[src/rtl/unigate_sweeper_if.sv]
// rtl/unigate_sweeper_if.sv - gate-array side bundle between sweeper and unigate reference-mode inputs
//
// Signals:
//   gate_refmode  sweeper -> array  reference-mode enable
//   gate_sel      sweeper -> array  gate select (00 u21, 01 u31, 10 u41, 11 u22)
//   gate_func     sweeper -> array  truth table under test
//   gate_pin      sweeper -> array  current 4-bit reference pin pattern
//   gate_out_i    array -> sweeper  unigate output bus
// Modports: master = sweeper side, slave = array side.
interface unigate_sweeper_if;
    logic        gate_refmode;
    logic [1:0]  gate_sel;
    logic [15:0] gate_func;
    logic [3:0]  gate_pin;
    logic [5:0]  gate_out_i;

    modport master (
        output gate_refmode,
        output gate_sel,
        output gate_func,
        output gate_pin,
        input  gate_out_i
    );

    modport slave (
        input  gate_refmode,
        input  gate_sel,
        input  gate_func,
        input  gate_pin,
        output gate_out_i
    );
endinterface

[src/rtl/unigate_sweeper.sv]
// rtl/unigate_sweeper.sv - exhaustive truth-table sweep of one unigate configuration
//
// Steps the reference pin vector through all 16 patterns, holds each for
// SETTLE_CYCLES cycles, samples one array output bit and builds the captured
// truth table plus a mismatch count against the target.
//
// Ports:
//   wb_clk_i       system clock
//   wb_rst_i       synchronous active-high reset
//   start          one-cycle sweep request (ignored while busy)
//   sel_i          gate select to latch
//   func_i         target truth table, bit k = expected output for pattern k
//   out_idx_i      gate_out_i bit to sample (0..5, larger values sample 0)
//   gate           unigate_sweeper_if.master (refmode/sel/func/pin out, gate_out_i in)
//   busy           sweep in progress
//   done           sweep finished, held until the next accepted start or reset
//   captured       sampled output per pattern
//   mismatch_cnt   patterns where captured differs from the target
//   pass           done with zero mismatches
//   fail_pat       first failing pattern (only with UNIGATE_SWEEP_STOPFAIL_EN)
//
// Optional feature macro: UNIGATE_SWEEP_STOPFAIL_EN - stop at the first
// mismatching pattern and report it on fail_pat.
module unigate_sweeper #(
    parameter int SETTLE_CYCLES = 4,
    parameter int CNT_W         = 8
) (
    input  logic                   wb_clk_i,
    input  logic                   wb_rst_i,
    input  logic                   start,
    input  logic [1:0]             sel_i,
    input  logic [15:0]            func_i,
    input  logic [2:0]             out_idx_i,
    unigate_sweeper_if.master      gate,
    output logic                   busy,
    output logic                   done,
    output logic [15:0]            captured,
    output logic [4:0]             mismatch_cnt,
    output logic                   pass
`ifdef UNIGATE_SWEEP_STOPFAIL_EN
    ,
    output logic [3:0]             fail_pat
`endif
);

    typedef enum logic [1:0] {
        IDLE   = 2'd0,
        SETTLE = 2'd1,
        SAMPLE = 2'd2,
        DONE   = 2'd3
    } state_t;

    localparam logic [CNT_W-1:0] SETTLE_LAST = CNT_W'(SETTLE_CYCLES - 1);

    state_t            state_q, state_d;
    logic [CNT_W-1:0]  cnt_q, cnt_d;
    logic [3:0]        pat_q, pat_d;
    logic [1:0]        sel_q, sel_d;
    logic [15:0]       func_q, func_d;
    logic [2:0]        idx_q, idx_d;
    logic [15:0]       captured_q, captured_d;
    logic [4:0]        mis_q, mis_d;
    logic              refmode_q, refmode_d;
    logic              busy_q, busy_d;
    logic              done_q, done_d;
`ifdef UNIGATE_SWEEP_STOPFAIL_EN
    logic [3:0]        fail_q, fail_d;
`endif

    // Pad the output bus to 8 bits so indices 6 and 7 read as 0.
    logic [7:0]        out_ext;
    logic              sample_bit;
    logic              miss;
    logic              stop;

    assign out_ext    = {2'b00, gate.gate_out_i};
    assign sample_bit = out_ext[idx_q];
    assign miss       = sample_bit != func_q[pat_q];

    always_comb begin
        state_d    = state_q;
        cnt_d      = cnt_q;
        pat_d      = pat_q;
        sel_d      = sel_q;
        func_d     = func_q;
        idx_d      = idx_q;
        captured_d = captured_q;
        mis_d      = mis_q;
        refmode_d  = refmode_q;
        busy_d     = busy_q;
        done_d     = done_q;
        stop       = 1'b0;
`ifdef UNIGATE_SWEEP_STOPFAIL_EN
        fail_d     = fail_q;
`endif

        case (state_q)
            IDLE, DONE: begin
                if (start) begin
                    sel_d      = sel_i;
                    func_d     = func_i;
                    idx_d      = out_idx_i;
                    captured_d = 16'h0000;
                    mis_d      = 5'd0;
                    pat_d      = 4'd0;
                    cnt_d      = '0;
                    refmode_d  = 1'b1;
                    busy_d     = 1'b1;
                    done_d     = 1'b0;
`ifdef UNIGATE_SWEEP_STOPFAIL_EN
                    fail_d     = 4'd0;
`endif
                    state_d    = SETTLE;
                end
            end

            SETTLE: begin
                cnt_d = cnt_q + 1'b1;
                if (cnt_q == SETTLE_LAST) begin
                    state_d = SAMPLE;
                end
            end

            SAMPLE: begin
                captured_d[pat_q] = sample_bit;
                if (miss) begin
                    mis_d = mis_q + 5'd1;
                end
                stop = (pat_q == 4'd15);
`ifdef UNIGATE_SWEEP_STOPFAIL_EN
                if (miss) begin
                    stop   = 1'b1;
                    fail_d = pat_q;
                end
`endif
                if (stop) begin
                    busy_d    = 1'b0;
                    done_d    = 1'b1;
                    refmode_d = 1'b0;
                    state_d   = DONE;
                end else begin
                    pat_d   = pat_q + 4'd1;
                    cnt_d   = '0;
                    state_d = SETTLE;
                end
            end

            default: begin
                state_d = IDLE;
            end
        endcase
    end

    always_ff @(posedge wb_clk_i) begin
        if (wb_rst_i) begin
            state_q    <= IDLE;
            cnt_q      <= '0;
            pat_q      <= 4'd0;
            sel_q      <= 2'd0;
            func_q     <= 16'h0000;
            idx_q      <= 3'd0;
            captured_q <= 16'h0000;
            mis_q      <= 5'd0;
            refmode_q  <= 1'b0;
            busy_q     <= 1'b0;
            done_q     <= 1'b0;
`ifdef UNIGATE_SWEEP_STOPFAIL_EN
            fail_q     <= 4'd0;
`endif
        end else begin
            state_q    <= state_d;
            cnt_q      <= cnt_d;
            pat_q      <= pat_d;
            sel_q      <= sel_d;
            func_q     <= func_d;
            idx_q      <= idx_d;
            captured_q <= captured_d;
            mis_q      <= mis_d;
            refmode_q  <= refmode_d;
            busy_q     <= busy_d;
            done_q     <= done_d;
`ifdef UNIGATE_SWEEP_STOPFAIL_EN
            fail_q     <= fail_d;
`endif
        end
    end

    assign gate.gate_refmode = refmode_q;
    assign gate.gate_sel     = sel_q;
    assign gate.gate_func    = func_q;
    assign gate.gate_pin     = pat_q;
    assign busy              = busy_q;
    assign done              = done_q;
    assign captured          = captured_q;
    assign mismatch_cnt      = mis_q;
    assign pass              = done_q & (mis_q == 5'd0);
`ifdef UNIGATE_SWEEP_STOPFAIL_EN
    assign fail_pat          = fail_q;
`endif

endmodule

[src/flat_wrapper.sv]
// flat-port wrapper written by rule: the top's interface ports become plain ports
module unigate_sweeper_flat 
#(
    parameter int SETTLE_CYCLES = 4,
    parameter int CNT_W         = 8
)
  (wb_clk_i, wb_rst_i, start, sel_i, func_i, out_idx_i, busy, done, captured, mismatch_cnt, pass, gate_gate_refmode, gate_gate_sel, gate_gate_func, gate_gate_pin, gate_gate_out_i);
  unigate_sweeper_if gate_i ();
  input  logic wb_clk_i;
  input  logic wb_rst_i;
  input  logic start;
  input  logic [1:0] sel_i;
  input  logic [15:0] func_i;
  input  logic [2:0] out_idx_i;
  output logic busy;
  output logic done;
  output logic [15:0] captured;
  output logic [4:0] mismatch_cnt;
  output logic pass;
  output wire logic [$bits(gate_i.gate_refmode)-1:0] gate_gate_refmode;
  output wire logic [$bits(gate_i.gate_sel)-1:0] gate_gate_sel;
  output wire logic [$bits(gate_i.gate_func)-1:0] gate_gate_func;
  output wire logic [$bits(gate_i.gate_pin)-1:0] gate_gate_pin;
  input wire logic [$bits(gate_i.gate_out_i)-1:0] gate_gate_out_i;
  assign gate_gate_refmode = gate_i.gate_refmode;
  assign gate_gate_sel = gate_i.gate_sel;
  assign gate_gate_func = gate_i.gate_func;
  assign gate_gate_pin = gate_i.gate_pin;
  assign gate_i.gate_out_i = gate_gate_out_i;
  unigate_sweeper #(.SETTLE_CYCLES(SETTLE_CYCLES), .CNT_W(CNT_W)) u_core (.wb_clk_i(wb_clk_i), .wb_rst_i(wb_rst_i), .start(start), .sel_i(sel_i), .func_i(func_i), .out_idx_i(out_idx_i), .gate(gate_i), .busy(busy), .done(done), .captured(captured), .mismatch_cnt(mismatch_cnt), .pass(pass));
endmodule
[config.mk]
export PLATFORM = sky130hd
export DESIGN_NAME = unigate_sweeper_flat
export DESIGN_NICKNAME = d
export VERILOG_FILES = /design/src/rtl/unigate_sweeper_if.sv /design/src/rtl/unigate_sweeper.sv /design/src/flat_wrapper.sv
export SDC_FILE = /design/constraint.sdc
export NUM_CORES = 1
export LEC_CHECK = 0
export ABC_AREA = 0
export CAP_MARGIN = 25
export CORE_ASPECT_RATIO = 0.75
export CORE_UTILIZATION = 43
export CTS_BUF_LIST = sky130_fd_sc_hd__clkbuf_16
export DETAILED_ROUTE_END_ITERATION = 10
export PLACE_DENSITY_LB_ADDON = 0.12
export SYNTH_ARGS = -nofsm -noshare
export SYNTH_HDL_FRONTEND = slang
export SYNTH_SLANG_ARGS = --single-unit
[constraint.sdc]
create_clock -name wb_clk_i -period 2.1 [get_ports wb_clk_i]
set_input_delay 0.525 -clock wb_clk_i [delete_from_list [all_inputs] [get_ports wb_clk_i]]
set_output_delay 0.525 -clock wb_clk_i [all_outputs]
set_load 0.02 [all_outputs]
==> run summary <==
Synth top area share -> 42.6%
CTS tree -> built
Post-synth EDFFs -> 0
Max Slew Vio Count -> 0
DRC errors left -> 0
Syn Inst Count -> 326
CP Data Arrival Time -> 2.34 ns
LEAKAGE -> 0.00158 µW
Slew @ Worst Pin -> 0.403 ns
Max VDD drop -> 0.564 mV
Post-route ant nets -> 0
Place WS -> -0.511 ns
Share of layout cells above drive strength 1 -> 16.0%
Library cells used by synthesis -> 43
First-pass DRT Iterations -> 4
Post-Route WL -> 7.46 mm
Area Overhead vs Synth -> 50.4%
CTS max path bufs -> 2
First-pass GRT wire length -> 12.1 mm
H-tree depth -> 3
Core area -> 0.00598 mm²
Worst-path clk slew -> 0.05 ns
Setup TNS -> -0.00604 ns
Final min period -> 2.11 ns
Required time worst endpoint -> 2.34 ns
DR WL/cell -> 14.7 µm
Synthesized area per cell -> 8.36 µm²
RSZ-0062 raised after global routing -> yes
Total grt overflow -> 0
Num ports -> 77
Crit path max fanout -> 3
Synth Flop Type -> dfxtp_1
Worst setup EP type -> flop
Die area -> 0.00667 mm²
Antenna violations before repair -> 0
Seq cells post-synth -> 58
Failing checks -> setup timing
Synth async-reset ratio -> 0%
Max Clock Skew -> 0.00518 ns
Synthesized net count -> 366
Largest net degree at the start of global routing -> 23
Final hold vios -> 0
Diodes inserted -> 0
CTS Root Cell -> clkbuf_16
Placer Congestion -> 0.821
Total Routing Usage GR -> 23.4%
Vias in the first global route -> 2,589
Vias/cell -> 5.33
Clock latency on the worst-skew pair -> 0.33 ns
Number of DRC markers in iteration 0 -> 163
Top post-synthesis cells by count -> nand2_1, dfxtp_1, a21oi_1, nor2_1, clkbuf_1
Sinks on Clock Net -> 58
Most numerous cell in the Yosys netlist -> nand2_1
DR vias -> 2,708
Worst Hold Slack -> 0.452 ns
Seq/Total Area, Yosys -> 42.6%
Synth area leader -> dfxtp_1
Cell Pwr Density -> 874 mW/mm²
Worst hold path class -> reg2reg
Nets -> 466
# rows -> 24
Worst Setup Path Type -> in2reg
Final WS setup -> -0.00604 ns
DIE HEIGHT -> 71.0 µm
Status -> finished with violations
Slew HR -> 73.1%
Core Util, Final -> 68.6%
Yosys warns -> 0
Hold-fix buffers, CTS -> 0
# setup viols final -> 1
Max Cap Viol -> 0
Number of port buffers -> 76
Initial Utilization -> 45.6%
Final period utilization -> 100%
Fmax -> 475 MHz
Fill cells -> 495
Crit path launch type -> input port
Synthesized area -> 0.00273 mm²
Area contributors post-synth -> dfxtp_1, nand2_1, a21oi_1
Final HPWL DP -> 5.17 mm
Total CTS buffers -> 9
Die width -> 93.9 µm
cells in the final DEF, fill, tap and decap left out, types with 5 or more instances in the layout:
master and count:
ha_1 10, nand3_1 6, inv_1 10, clkdlybuf4s50_1 70
o21ai_0 8, clkbuf_16 9, nand2_1 73, dlygate4sd2_1 5
a32o_1 10, nor2b_1 6, buf_4 33, nor2_1 23
nand2b_1 6, o21ai_1 7, dfxtp_1 54, mux4_2 5
a21oi_1 37, xor2_1 8
final timing paths:
path                                              start                       to  slack (ns)  depth (start not counted)
worst max register to register          u_core.idx_q[0]   u_core.mismatch_cnt[1]        0.03                          8
worst max-delay path                 gate_gate_out_i[5]   u_core.mismatch_cnt[1]      -0.006                          9
worst min register to register  u_core.gate.gate_sel[1]  u_core.gate.gate_sel[1]        0.45                          2
worst min-delay path            u_core.gate.gate_sel[1]  u_core.gate.gate_sel[1]        0.45                          2
cell families after synthesis:
kind of cell | share of synthesized area (%)
adders and majority gates | 4.59
AOI/OAI and AO/OA | 18.3
DFF | 42.6
xor gates and xnor gates | 3.21
muxes | 4.91
and+or+nand+nor | 21.8
buffers and inverters | 4.68
power by group:
group          total (µW)  switching, µW  internal (µW)
combinational         838            448            390
clock                1510            491           1020
sequential           1230           57.2           1180
sequential cells by signal (all words and copies together) (netlist names), 2 cells and up:
signal,flops
u_core.state_q,2
u_core.idx_q,3
u_core.gate.gate_sel,2
u_core.captured,16
u_core.gate.gate_func,16
u_core.mismatch_cnt,5
u_core.gate.gate_pin,4
u_core.cnt_q,8
area by class of cell:
class,count,area [µm²],share of cell area (%)
flip-flops and latches,58,1170,28.5
inverters,10,37.5,0.915
repair buffers,109,1000,24.5
clock inverters,6,83.8,2.04
well taps,78,97.6,2.38
multi-input cells,238,1480,36.2
clock buffers,9,225,5.49
layer usage:
layer | vias up | global-route usage [%] | wire length, µm
li1 | 1337 | - | -
met1 | 1271 | 31.1 | 3340
met2 | 86 | 36.6 | 3490
met3 | 14 | 6.77 | 525
met4 | 0 | 7.69 | 109
met5 | - | 0 | 0
worst max-delay path, cell delays in order:
cell           delay (ns)
dlygate4sd2_1        0.22
mux4_2               0.47
a22oi_2              0.26
buf_4                0.17
nand2_1              0.11
o21ai_2              0.20
buf_4                0.15
nor2_1               0.04
o32ai_1              0.20
timing repair:
item,in CTS,in global routing
resized for setup,12,7
cloned,0,0
buffers inserted,0,2
pin swaps,4,8
endpoints found under the setup margin,16,5
per-stage QoR:
stage / area, µm² / instances / total power [µW]
6_report: 4100 / 508 / 3590
5_1_grt: 4100 / 508 / 3740
4_1_cts: 4060 / 506 / 3590
3_5_place_dp: 3730 / 491 / 2080
3_3_place_gp: 3730 / 491 / 2070
2_1_floorplan: 2730 / 326 / 1700
Power figures use the tool's default switching activity.
==> RTL edit, RTL diff (same flow settings) <==
`CNT_W` is set to 8 in 2 places; all go to 12.
--- a/src/rtl/unigate_sweeper.sv
+++ b/src/rtl/unigate_sweeper.sv
@@ -24,5 +24,5 @@
 module unigate_sweeper #(
     parameter int SETTLE_CYCLES = 4,
-    parameter int CNT_W         = 8
+    parameter int CNT_W         = 12
 ) (
     input  logic                   wb_clk_i,
--- a/src/flat_wrapper.sv
+++ b/src/flat_wrapper.sv
@@ -3,5 +3,5 @@
 #(
     parameter int SETTLE_CYCLES = 4,
-    parameter int CNT_W         = 8
+    parameter int CNT_W         = 12
 )
   (wb_clk_i, wb_rst_i, start, sel_i, func_i, out_idx_i, busy, done, captured, mismatch_cnt, pass, gate_gate_refmode, gate_gate_sel, gate_gate_func, gate_gate_pin, gate_gate_out_i);
Check against the original RTL: same outputs for any inputs over 10 cycles, from zero or initial values and one cycle with wb_rst_i high; that may be too few to reach the edited logic, so the function may still have changed.
==> RTL edit against the original RTL <==
  * The flow finishes with violations (DRC)
  * Via count rose by 7.5%
  * Final cell count rose by 6.7%
  * Sequential cell count rose by 4
  * Power up 9.3%
  * Global-route usage down 0.38 points
  * Wire length rose by 6.8%
  * Setup slack better by 81 ps
  * Combinational power shrank 2%
  * Clock power is 19% higher
  * Area after synthesis rose by 8.9%
  * Design area up 6.3%
==> RTL edit: results (changes against the original RTL) <==
Pre-Repair DR Iteration Count: 7 (+3)
placed inst area: 0.00394 sq mm (+5.7%)
grt met1 use: 30.8% (-0.30 points)
top post-synthesis cells by count: a21oi_1 (64), dfxtp_1 (62), nand2_1 (53)
Wirelength per Cell: 14.7 um (about the same)
first-pass GRT wire length: 13,000 um (+7.9%)
share of post-route cells with drive strength above 1: 14.1% (-1.9 points)
Final Skew: 5.21 ps (+0.0304 ps)
relative slew slack: 65.2% (-7.9 points)
FILL cells: 551 (+11%)
placed insts: 525 (+6.9%)
Post-Syn Area per Cell: 8.07 sq um (-3.5%)
RePlAce Congestion: 0.747 (-9.1%)
Netlist cell types: 39 (-9.3%)
vias per cell: 5.37 (+0.75%)
nets: 496 (+6.4%)
CP max FO: 7 (+4)
DP HPWL: 5620 um (+8.9%)
LEAKAGE: 1.67 nW (+6.1%)
Final Non-Filler Cells: 542 (+6.7%)
register area share after synthesis: 41.8% (-0.80 points)
CTS buffer count: 9 (unchanged)
First DRT Iteration DRCs: 182 (+12%)
vias in the first global route: 2,675 (+3.3%)
drt drc: 4 (+4)
initial antenna violation count: 0 (unchanged)
failing checks: DRC
met3 Track Usage GR: 8.46% (+1.7 points)
GRT Total Usage: 23.0% (-0.38 points)
Synth area leaders: dfxtp_1 (42%), a21oi_1 (11%), nand2_1 (6.7%), ha_1 (4.2%), nand3_1 (3.9%)
Mapped Nets: 408 (+11%)
Placement Setup Slack: -400 ps (+111 ps)
met2 global-route usage: 35.8% (-0.82 points)
status: complete, but fails checks
crit path DAT: 1500 ps (-840 ps)
Worst VDD drop: 0.000672 V (+19%)
RTL edit: cell count changes after synthesis, sizes merged, moves of 5 or more:
cell | before | now
o21ai | 16 | 23
nand2 | 74 | 54
a32o | 10 | 0
nand3 | 6 | 23
a21oi | 38 | 64
clkbuf | 15 | 20
RTL edit: final timing paths:
kind | startpoint | to | slack, ps | cells after the start
setup / recovery | u_core.gate.gate_pin[1]$_SDFFE_PP0P_ | gate_gate_pin[1] | 80 | 2
hold / removal | u_core.gate.gate_sel[0]$_SDFFE_PP0P_ | u_core.gate.gate_sel[0]$_SDFFE_PP0P_ | 460 | 2
setup reg to reg | u_core.idx_q[0]$_SDFFE_PP0P_ | u_core.mismatch_cnt[2]$_SDFFE_PP0P_ | 140 | 6
hold reg to reg | u_core.gate.gate_sel[0]$_SDFFE_PP0P_ | u_core.gate.gate_sel[0]$_SDFFE_PP0P_ | 460 | 2
RTL edit: what timing repair did:
action                     CTS  global route
pin swaps                    0             2
setup endpoints to repair    5             6
gates resized for setup      3            11
buffers inserted             1             0
RTL edit: area by class of cell:
| type | instances | area share, % |
|---|---|---|
| clock buffers | 9 | 5.17 |
| clock inverters | 7 | 3.13 |
| inverters | 12 | 1.03 |
| multi-input cells | 265 | 36.5 |
| flip-flops and latches | 62 | 28.6 |
| well taps | 81 | 2.33 |
| repair buffers | 106 | 23.2 |
RTL edit: layer usage:
layer / up-vias / part of all wire, %
li1: 1440 / -
met1: 1349 / 48
met2: 109 / 43
met3: 13 / 8.2
met4: 0 / 1.1
met5: - / 0
RTL edit: stage by stage:
| stage | utilization, % | power [mW] |
|---|---|---|
| final | 67.3 | 3.92 |
| after global routing | 67.3 | 4.08 |
| after CTS | 66.7 | 3.93 |
| after detailed placement | 60.9 | 2.13 |
| after global placement | 60.9 | 2.12 |
| after floorplan | - | 1.78 |
RTL edit: cells by family after synthesis:
| family | after synthesis | synth area share [%] |
|---|---|---|
| muxes | 9 | 5.56 |
| DFF | 62 | 41.8 |
| xor gates and xnor gates | 13 | 3.83 |
| AOI/OAI and AO/OA | 100 | 18.4 |
| and+or+nand+nor | 133 | 20.4 |
| adders and majority gates | 10 | 4.21 |
| buffers and inverters | 41 | 5.77 |
RTL edit: where the power goes:
group	switching, mW	leakage [nW]	internal, mW
registers	0.0609	0.505	1.25
logic	0.456	0.997	0.363
clock network	0.515	0.173	1.27
RTL edit: critical path, stage by stage (launching register included):
cell and delay [ps]:
dfxtp_2 400, buf_4 170, clkdlybuf4s50_1 600
